File: src/rtl/mem_arbiter_pkg.sv
// Shared types for mem_arbiter: FSM state and access-owner encodings.
package mem_arbiter_pkg;

    typedef enum logic [1:0] {ARB_IDLE, ARB_ACCESS, ARB_RESP} arb_state_t;

    typedef enum logic {ARB_OWNER_I, ARB_OWNER_D} arb_owner_t;

endpackage

File: src/rtl/mem_arbiter_pick.sv
// arb_pick: combinational winner select between fetch (I) and data (D) requesters.
// MEM_ARBITER_RR_EN selects round-robin on last_winner; otherwise D-priority with a starvation override.
module arb_pick
    import mem_arbiter_pkg::*;
(
    input  logic       i_elig,
    input  logic       d_elig,
`ifdef MEM_ARBITER_RR_EN
    input  arb_owner_t last_winner,
`else
    input  logic       starve_hit,
`endif
    output logic       grant_valid,
    output arb_owner_t grant_owner
);

    always_comb begin
        // NOTE: every output gets a default first so no path leaves it unassigned (no latch).
        grant_valid = i_elig | d_elig;
        grant_owner = ARB_OWNER_D;
        if (i_elig && d_elig) begin
`ifdef MEM_ARBITER_RR_EN
            grant_owner = (last_winner == ARB_OWNER_D) ? ARB_OWNER_I : ARB_OWNER_D;
`else
            grant_owner = starve_hit ? ARB_OWNER_I : ARB_OWNER_D;
`endif
        end else if (i_elig) begin
            grant_owner = ARB_OWNER_I;
        end
    end

endmodule

File: src/rtl/mem_arbiter.sv
// mem_arbiter: shares one single-port memory between a fetch (I) and a data (D) requester.
// Build option MEM_ARBITER_RR_EN swaps D-priority + starvation guard for round-robin.
module mem_arbiter
    import mem_arbiter_pkg::*;
#(
    parameter int ADDR_W       = 32,
    parameter int DATA_W       = 32,
    parameter int STARVE_LIMIT = 4
) (
    input  logic              clk,
    input  logic              reset_n,
    input  logic              i_req,
    input  logic [ADDR_W-1:0] i_address,
    output logic              i_ack,
    output logic [DATA_W-1:0] i_rdata,
    input  logic              d_req,
    input  logic [ADDR_W-1:0] d_address,
    input  logic              d_write_enable,
    input  logic [DATA_W-1:0] d_write_data,
    output logic              d_ack,
    output logic [DATA_W-1:0] d_rdata,
    output logic [ADDR_W-1:0] mem_address,
    output logic [DATA_W-1:0] mem_write_data,
    output logic              mem_write_enable,
    input  logic [DATA_W-1:0] mem_data,
    output logic              busy
);

    arb_state_t        state_q, state_d;
    arb_owner_t        owner_q, owner_d;
    logic [ADDR_W-1:0] addr_q, addr_d;
    logic [DATA_W-1:0] wdata_q, wdata_d;
    logic              we_q, we_d;
    logic [DATA_W-1:0] i_rdata_q, i_rdata_d;
    logic [DATA_W-1:0] d_rdata_q, d_rdata_d;

    logic       i_elig, d_elig, arb_en, grant_valid;
    arb_owner_t grant_owner;

    // The owner in RESP still holds req high; it must not win its own re-arbitration.
    assign i_elig = i_req && !(state_q == ARB_RESP && owner_q == ARB_OWNER_I);
    assign d_elig = d_req && !(state_q == ARB_RESP && owner_q == ARB_OWNER_D);
    assign arb_en = (state_q == ARB_IDLE) || (state_q == ARB_RESP);

`ifdef MEM_ARBITER_RR_EN
    arb_owner_t last_winner_q, last_winner_d;

    arb_pick u_pick (
        .i_elig      (i_elig),
        .d_elig      (d_elig),
        .last_winner (last_winner_q),
        .grant_valid (grant_valid),
        .grant_owner (grant_owner)
    );
`else
    localparam int CNT_W = $clog2(STARVE_LIMIT + 1);

    logic [CNT_W-1:0] starve_q, starve_d;
    logic             starve_hit;

    assign starve_hit = (starve_q == CNT_W'(STARVE_LIMIT));

    arb_pick u_pick (
        .i_elig      (i_elig),
        .d_elig      (d_elig),
        .starve_hit  (starve_hit),
        .grant_valid (grant_valid),
        .grant_owner (grant_owner)
    );
`endif

    always_comb begin
        state_d   = state_q;
        owner_d   = owner_q;
        addr_d    = addr_q;
        wdata_d   = wdata_q;
        we_d      = we_q;
        i_rdata_d = i_rdata_q;
        d_rdata_d = d_rdata_q;
`ifdef MEM_ARBITER_RR_EN
        last_winner_d = last_winner_q;
`else
        starve_d = starve_q;
`endif

        unique case (state_q)
            ARB_IDLE:   if (grant_valid) state_d = ARB_ACCESS;
            ARB_ACCESS: begin
                if (owner_q == ARB_OWNER_I) i_rdata_d = mem_data;
                else                        d_rdata_d = mem_data;
                state_d = ARB_RESP;
            end
            ARB_RESP:   state_d = grant_valid ? ARB_ACCESS : ARB_IDLE;
            default:    state_d = ARB_IDLE;
        endcase

        if (arb_en && grant_valid) begin
            owner_d = grant_owner;
            if (grant_owner == ARB_OWNER_I) begin
                addr_d  = i_address;
                wdata_d = '0;
                we_d    = 1'b0;
            end else begin
                addr_d  = d_address;
                wdata_d = d_write_data;
                we_d    = d_write_enable;
            end
`ifdef MEM_ARBITER_RR_EN
            last_winner_d = grant_owner;
`else
            // Count only real losses: I was eligible and D took the grant.
            if (grant_owner == ARB_OWNER_I)        starve_d = '0;
            else if (i_elig && !starve_hit)        starve_d = starve_q + CNT_W'(1);
`endif
        end
    end

    always_ff @(posedge clk or negedge reset_n) begin
        if (!reset_n) begin
            state_q   <= ARB_IDLE;
            owner_q   <= ARB_OWNER_I;
            addr_q    <= '0;
            wdata_q   <= '0;
            we_q      <= 1'b0;
            i_rdata_q <= '0;
            d_rdata_q <= '0;
`ifdef MEM_ARBITER_RR_EN
            last_winner_q <= ARB_OWNER_D;
`else
            starve_q <= '0;
`endif
        end else begin
            // NOTE: non-blocking assignments so every flop samples pre-edge values.
            state_q   <= state_d;
            owner_q   <= owner_d;
            addr_q    <= addr_d;
            wdata_q   <= wdata_d;
            we_q      <= we_d;
            i_rdata_q <= i_rdata_d;
            d_rdata_q <= d_rdata_d;
`ifdef MEM_ARBITER_RR_EN
            last_winner_q <= last_winner_d;
`else
            starve_q <= starve_d;
`endif
        end
    end

    // Write strobe decoded from state so an async reset in ACCESS kills it at once.
    assign mem_write_enable = (state_q == ARB_ACCESS) && we_q;
    assign mem_address      = addr_q;
    assign mem_write_data   = wdata_q;
    assign busy             = (state_q != ARB_IDLE);
    assign i_ack            = (state_q == ARB_RESP) && (owner_q == ARB_OWNER_I);
    assign d_ack            = (state_q == ARB_RESP) && (owner_q == ARB_OWNER_D);
    assign i_rdata          = i_rdata_q;
    assign d_rdata          = d_rdata_q;

endmodule

File: config.mk
export PLATFORM = sky130hd
export DESIGN_NAME = mem_arbiter
export DESIGN_NICKNAME = d
export VERILOG_FILES = /design/src/rtl/mem_arbiter_pkg.sv /design/src/rtl/mem_arbiter_pick.sv /design/src/rtl/mem_arbiter.sv
export SDC_FILE = /design/constraint.sdc
export NUM_CORES = 1
export LEC_CHECK = 0
export ABC_AREA = 1
export CORE_UTILIZATION = 30
export DETAILED_ROUTE_END_ITERATION = 8
export HOLD_SLACK_MARGIN = 0.05
export SLEW_MARGIN = 20
export SYNTH_ARGS = -nofsm -noshare
export SYNTH_HDL_FRONTEND = slang
export SYNTH_SLANG_ARGS = --single-unit
export TNS_END_PERCENT = 5
File: constraint.sdc
create_clock -name clk -period 2.2 [get_ports clk]
set_input_delay 0.33 -clock clk [delete_from_list [all_inputs] [get_ports clk]]
set_output_delay 0.33 -clock clk [all_outputs]
set_load 0.01 [all_outputs]
# --- After elaboration in Yosys (flattened, before gate mapping) ---
# Cells that the tools add are included.
# W data, S select, Z words.
totals:
  register_bits: 135
  input_bits: 133
  out_inout_bits: 132
  elab_cells: 44
op_classes:
  addsub: 1
  eq_ne: 5
  n_mux: 11
  bitwise_logic: 2
  reduce_logical: 17
op_table:
  columns: ["op", "n"]
  rows:
  - ["$mux W32", 2]
  - ["$logic_and A1 B1 Y1", 8]
  - ["$mux W3", 2]
  - ["$pmux W2 S3", 1]
  - ["$reduce_and A2 Y1", 3]
  - ["$mux W1", 5]
  - ["$add A3 B1 Y3 const B", 1]
  - ["$eq A3 B3 Y1 const B", 1]
  - ["$logic_not A1 Y1", 3]
  - ["$eq A2 B1 Y1 const B", 1]
  - ["$eq A2 B2 Y1 const B", 1]
  - ["$logic_not A2 Y1", 1]
  - ["$mux W2", 1]
  - ["$ne A2 B1 Y1 const B", 1]
  - ["$ne A2 B2 Y1 const B", 1]
  - ["$reduce_bool A2 Y1", 1]
  - ["$logic_or A1 B1 Y1", 1]
  - ["$not A1 Y1", 1]
  - ["$or A1 B1 Y1", 1]

# --- Longest topological paths before layout ---
depth:
  ltp_word: 8
  mapped_depth: 10

# --- Modules after synthesis ---
# A second synthesis with hierarchy kept.
hier_totals:
  hier_cells: 606
  hier_area_um2: 5704.2
by_module_without_submodules:
  columns: ["mod", "instances", "cells_each", "area_each_um2"]
  rows:
  - ["mem_arbiter", 1, 602, 5686.7]
  - ["arb_pick", 1, 4, 17.5]

# --- Least setup slack after synthesis ---
# Ideal clock, no wire load.
synth_timing:
  kind: "reg2reg"
  startpoint: "reg state_q[0]"
  endpoint: "reg addr_q[25] (netlist: mem_address[25])"
  arrival_time_ps: 1290
  required_time_ps: 2082
  slack_ps: 792
  stages_incl_launch_ff: 11
  path_buffers: 2
  period_less_slack_ps: 1408
  path_cell_list: "dfrtp_1 -> inv_2 -> nand3_2 -> nand2_2 -> inv_2 -> nand2_2 -> buf_6 -> buf_6 -> nand2_1 -> nand3_1 -> nand2_1"
synth_between:
  elab_chain_cells: 7
  elab_cells_between_ends: 15
  classes_between: "1 x eq/ne; 3 x mux; 1 x bitwise; 10 x reduce/logical"
synth_rtl:
  columns: ["element", "line", "rtl"]
  rows:
  - ["start, declared", "mem_arbiter.sv:29", "arb_state_t state_q, state_d;"]
  - ["start signal, assigned", "mem_arbiter.sv:134", "state_q <= state_d;"]
  - ["$eq A2 B2 Y1", "mem_arbiter.sv:41, mem_arbiter.sv:42, mem_arbiter.sv:43", null]
  - ["$logic_and A1 B1 Y1, on equally long branches", "mem_arbiter.sv:41, mem_arbiter.sv:42", null]
  - ["$logic_not A1 Y1, on equally long branches", "mem_arbiter.sv:41, mem_arbiter.sv:42", null]
  - ["$logic_and A1 B1 Y1, on equally long branches", "mem_arbiter.sv:41, mem_arbiter.sv:42", null]
  - ["$mux W1 or $logic_and A1 B1 Y1 (tied branches)", "mem_arbiter_pick.sv:27, mem_arbiter_pick.sv:21", null]
  - ["$mux W1", "mem_arbiter_pick.sv:21", "if (i_elig && d_elig) begin"]
  - ["$mux W32", "mem_arbiter.sv:99", "if (grant_owner == ARB_OWNER_I) begin"]
  - ["end signal, assigned", "mem_arbiter.sv:136", "addr_q <= addr_d;"]
  - ["end, declared", "mem_arbiter.sv:31", "logic [ADDR_W-1:0] addr_q, addr_d;"]
# Parallel ways exist; a longest one is shown, timed or not.
# A chain may end at the register's enable or synchronous reset.

# --- Final worst setup path ---
layout_timing:
  startpoint: "reg state_q[0]"
  endpoint: "out i_ack"
layout_between:
  elab_chain_cells: 2
layout_rtl:
  columns: ["element", "line", "rtl"]
  rows:
  - ["$eq A2 B2 Y1", "mem_arbiter.sv:154", "assign i_ack = (state_q == ARB_RESP) && (owner_q == ARB_OWNER_I);"]
  - ["$logic_and A1 B1 Y1", "mem_arbiter.sv:154", null]
  - ["end, declared", "mem_arbiter.sv:14", "output logic i_ack,"]
# No other way between the ends.

==> results.sh <==
export IMPL_cts_buffers=17
export IMPL_grt_pass1_vias=5055
export IMPL_end_kind="output port"
export IMPL_finalSetupViolCount=0
export IMPL_grt_pass1_wl_um=27040
export IMPL_leakagePower_nw=4.640
export IMPL_avgRoutedWirePerCell_um=13.80
export IMPL_crit_fanout=5
export IMPL_drt_total_wl_um=16920
export IMPL_clock_latency_ns=0.41
export IMPL_maxSlewHeadroom_pct=73.93
export IMPL_via_per_inst=4.245
export IMPL_fin_area_um2=9440
export IMPL_antenna_found_initial=1
export IMPL_finClkSkew_ns=0.01060
export IMPL_cp_required_ns=1.87
export IMPL_die_height_um=141.1
export IMPL_multiInputGateArea_um2=1843
export IMPL_rows=50
export IMPL_area_delta_synth_final_pct=62.57
export IMPL_regArea_um2=3378
export IMPL_min_path_type="in2async"
export IMPL_coreArea_um2=18830
export IMPL_post_cts_buffers=0
export IMPL_syn_area_um2=5807
export IMPL_finalCritPeriodShare_pct=94.20
export IMPL_finalPower_mw=13.06
export IMPL_grt_overflow=0
export IMPL_yosysSeqAreaShare_pct=58.18
export IMPL_r2r_start="state_q[0]"
export IMPL_rsz0062_at_grt="false"
export IMPL_antenna_left=0
export IMPL_routabilityCongestion=0.7414
export IMPL_nNetsFinal=1087
export IMPL_synth_flop_cell="dfrtp_1"
export IMPL_async_flop_share_pct=100.0
export IMPL_initial_core_util_pct=30.84
export IMPL_synth_top_area_cell="dfrtp_1"
export IMPL_tightestPinTransition_ns=0.3911
export IMPL_ys_top_cells_by_count="nand2_1 (233), dfrtp_1 (135), inv_1 (101), o21ai_0 (95), nand3_1 (67)"
export IMPL_vias=5204
export IMPL_synthCells=691
export IMPL_post_dp_cell_area_um2=8777
export IMPL_layout_setup_ws_ns=0.1275
export IMPL_path_clk_slew_ns=0.06
export IMPL_synth_area_per_cell_um2=8.404
export IMPL_hold_violations=0
export IMPL_synth_top_area_share_pct=58.18
export IMPL_pin_count=265
export IMPL_drive_gt1_share_pct=6.321
export IMPL_crit_arrival_ns=1.74
export IMPL_cts_tree="built"
export IMPL_drtIter0Drc=195
export IMPL_nFillCells=1804
export IMPL_io_buffer_count=264
export IMPL_dr_pass1_iters=6
export IMPL_die_w_um=141.1
export IMPL_drv_slew=0
export IMPL_cts_sinks=135
export IMPL_cts_root_buffer="clkbuf_16"
export IMPL_synth_most_common_cell="nand2_1"
export IMPL_setup_worst_path_start="state_q[0]"
export IMPL_post_place_ws_ns=0.3712
export IMPL_ir_drop_mv=0.7786
export IMPL_synth_edff_count=0
export IMPL_grt_total_usage_pct=17.56
export IMPL_fmax_mhz=482.5
export IMPL_tns_ns=0
export IMPL_cp_start_kind="register"
export IMPL_cap_violations=0
export IMPL_fin_crit_ns=2.072
export IMPL_ys_types=21
export IMPL_synth_nets=826
export IMPL_cts_buffer_depth=2
export IMPL_crit_type="reg2out"
export IMPL_cellPowerDensity_nw_per_um2=1383
export IMPL_drc=0
export IMPL_worstRegToRegCells=7
export IMPL_synth_area_leaders="dfrtp_1 (58%), nand2_1 (15%), o21ai_0 (8.2%), inv_1 (6.5%), nand3_1 (5.8%)"
export IMPL_hpwl_um=11650
export IMPL_cts_htree_levels=4
export IMPL_outcome="finished, final reports clean"
export IMPL_ys_warn_count=0
export IMPL_grt_max_degree=65
export IMPL_ys_ff_latch=135
export IMPL_die_area_um2=19920
## where the power goes
group / internal [mW] / leakage, nW / switching (mW) / total (mW)
combinational: 2.94 / 2.65 / 2.67 / 5.61
sequential: 3.68 / 1.67 / 0.673 / 4.35
clock: 2.02 / 0.319 / 1.08 / 3.10
## registers in the layout, summed over array words and instances (netlist names)
name and flops:
d_rdata 32, i_rdata 32, mem_address 32, mem_write_data 32, starve_q 3, state_q 2
owner_q 1, we_q 1
## cells by family after synthesis
| kind of cell | share of synthesized area (%) |
|---|---|
| AO/OA/AOI/OAI | 8.985 |
| XOR/XNOR | 0.1509 |
| adder cells (fa/ha/maj) | 0.4309 |
| buffers and inverters | 10.17 |
| flip-flops | 58.18 |
| AND/OR/NAND/NOR | 22.09 |
## path summary, 6_finish.rpt
kind	to	slack (ns)
worst max register to register	mem_write_data[16]	0.47
min in group clk	we_q	0.47
worst min-delay path	mem_write_data[9]	0.40
max in group asynchronous	mem_address[6]	1.17
worst min register to register	mem_address[12]	0.48
worst max-delay path	i_ack	0.13
## timing repair
item,4_1_cts,5_1_grt
hold buffers,1,0
gates resized for setup,1,1
gates cloned,0,0
endpoints found under the hold margin,35,0
pin swaps,0,0
endpoints found under the setup margin,1,1
## per-stage QoR
step,std cells,utilization [%],hold slack (ns)
4_1_cts,1225,50.11,0.3903
3_5_place_dp,1192,46.61,0.2711
2_1_floorplan,691,-,0.03441
3_3_place_gp,1192,46.61,0.2715
6_report,1226,50.13,0.4031
5_1_grt,1225,50.12,0.4159
## metal layers
metal / vias to the layer above / share of wire, % / global-route usage [%]
li1: 2657 / - / -
met4: 0 / 1.0 / 5.835
met5: - / 0 / 0
met3: 14 / 11 / 7.371
met1: 2330 / 45 / 22.59
met2: 203 / 43 / 26.55
## placed cells by master (no fill, tap or decap), types with 2 or more instances in the layout
master / netlist / layout
bufinv_16: 0 / 4
o21ai_0: 95 / 95
clkbuf_8: 0 / 4
nand2_1: 233 / 231
clkbuf_16: 0 / 17
o21ai_1: 6 / 6
clkinv_2: 0 / 3
nand3_2: 3 / 3
clkdlybuf4s50_1: 0 / 261
inv_1: 101 / 101
clkinv_4: 0 / 2
nand3_1: 67 / 67
dfrtp_1: 135 / 135
inv_2: 2 / 2
buf_4: 4 / 8
ha_1: 2 / 2
nand2_2: 3 / 5
buf_12: 0 / 7
## worst max-delay path, cell delays in order (launching register included)
cell and delay, ns:
dfrtp_1 0.44, inv_2 0.15, nand3_2 0.11, inv_1 0.06, clkdlybuf4s50_1 0.57
## cell type report
class                   instances  share of cell area, %
repair buffers                280                  30.25
well taps                     260                  3.446
multi-input cells             415                  19.52
inverters                     103                  4.095
clock buffers                  21                  5.089
flip-flops and latches        135                  35.79
clock inverters                11                  1.789
diodes                          1                0.02651
(Power assumes the default switching activity.)
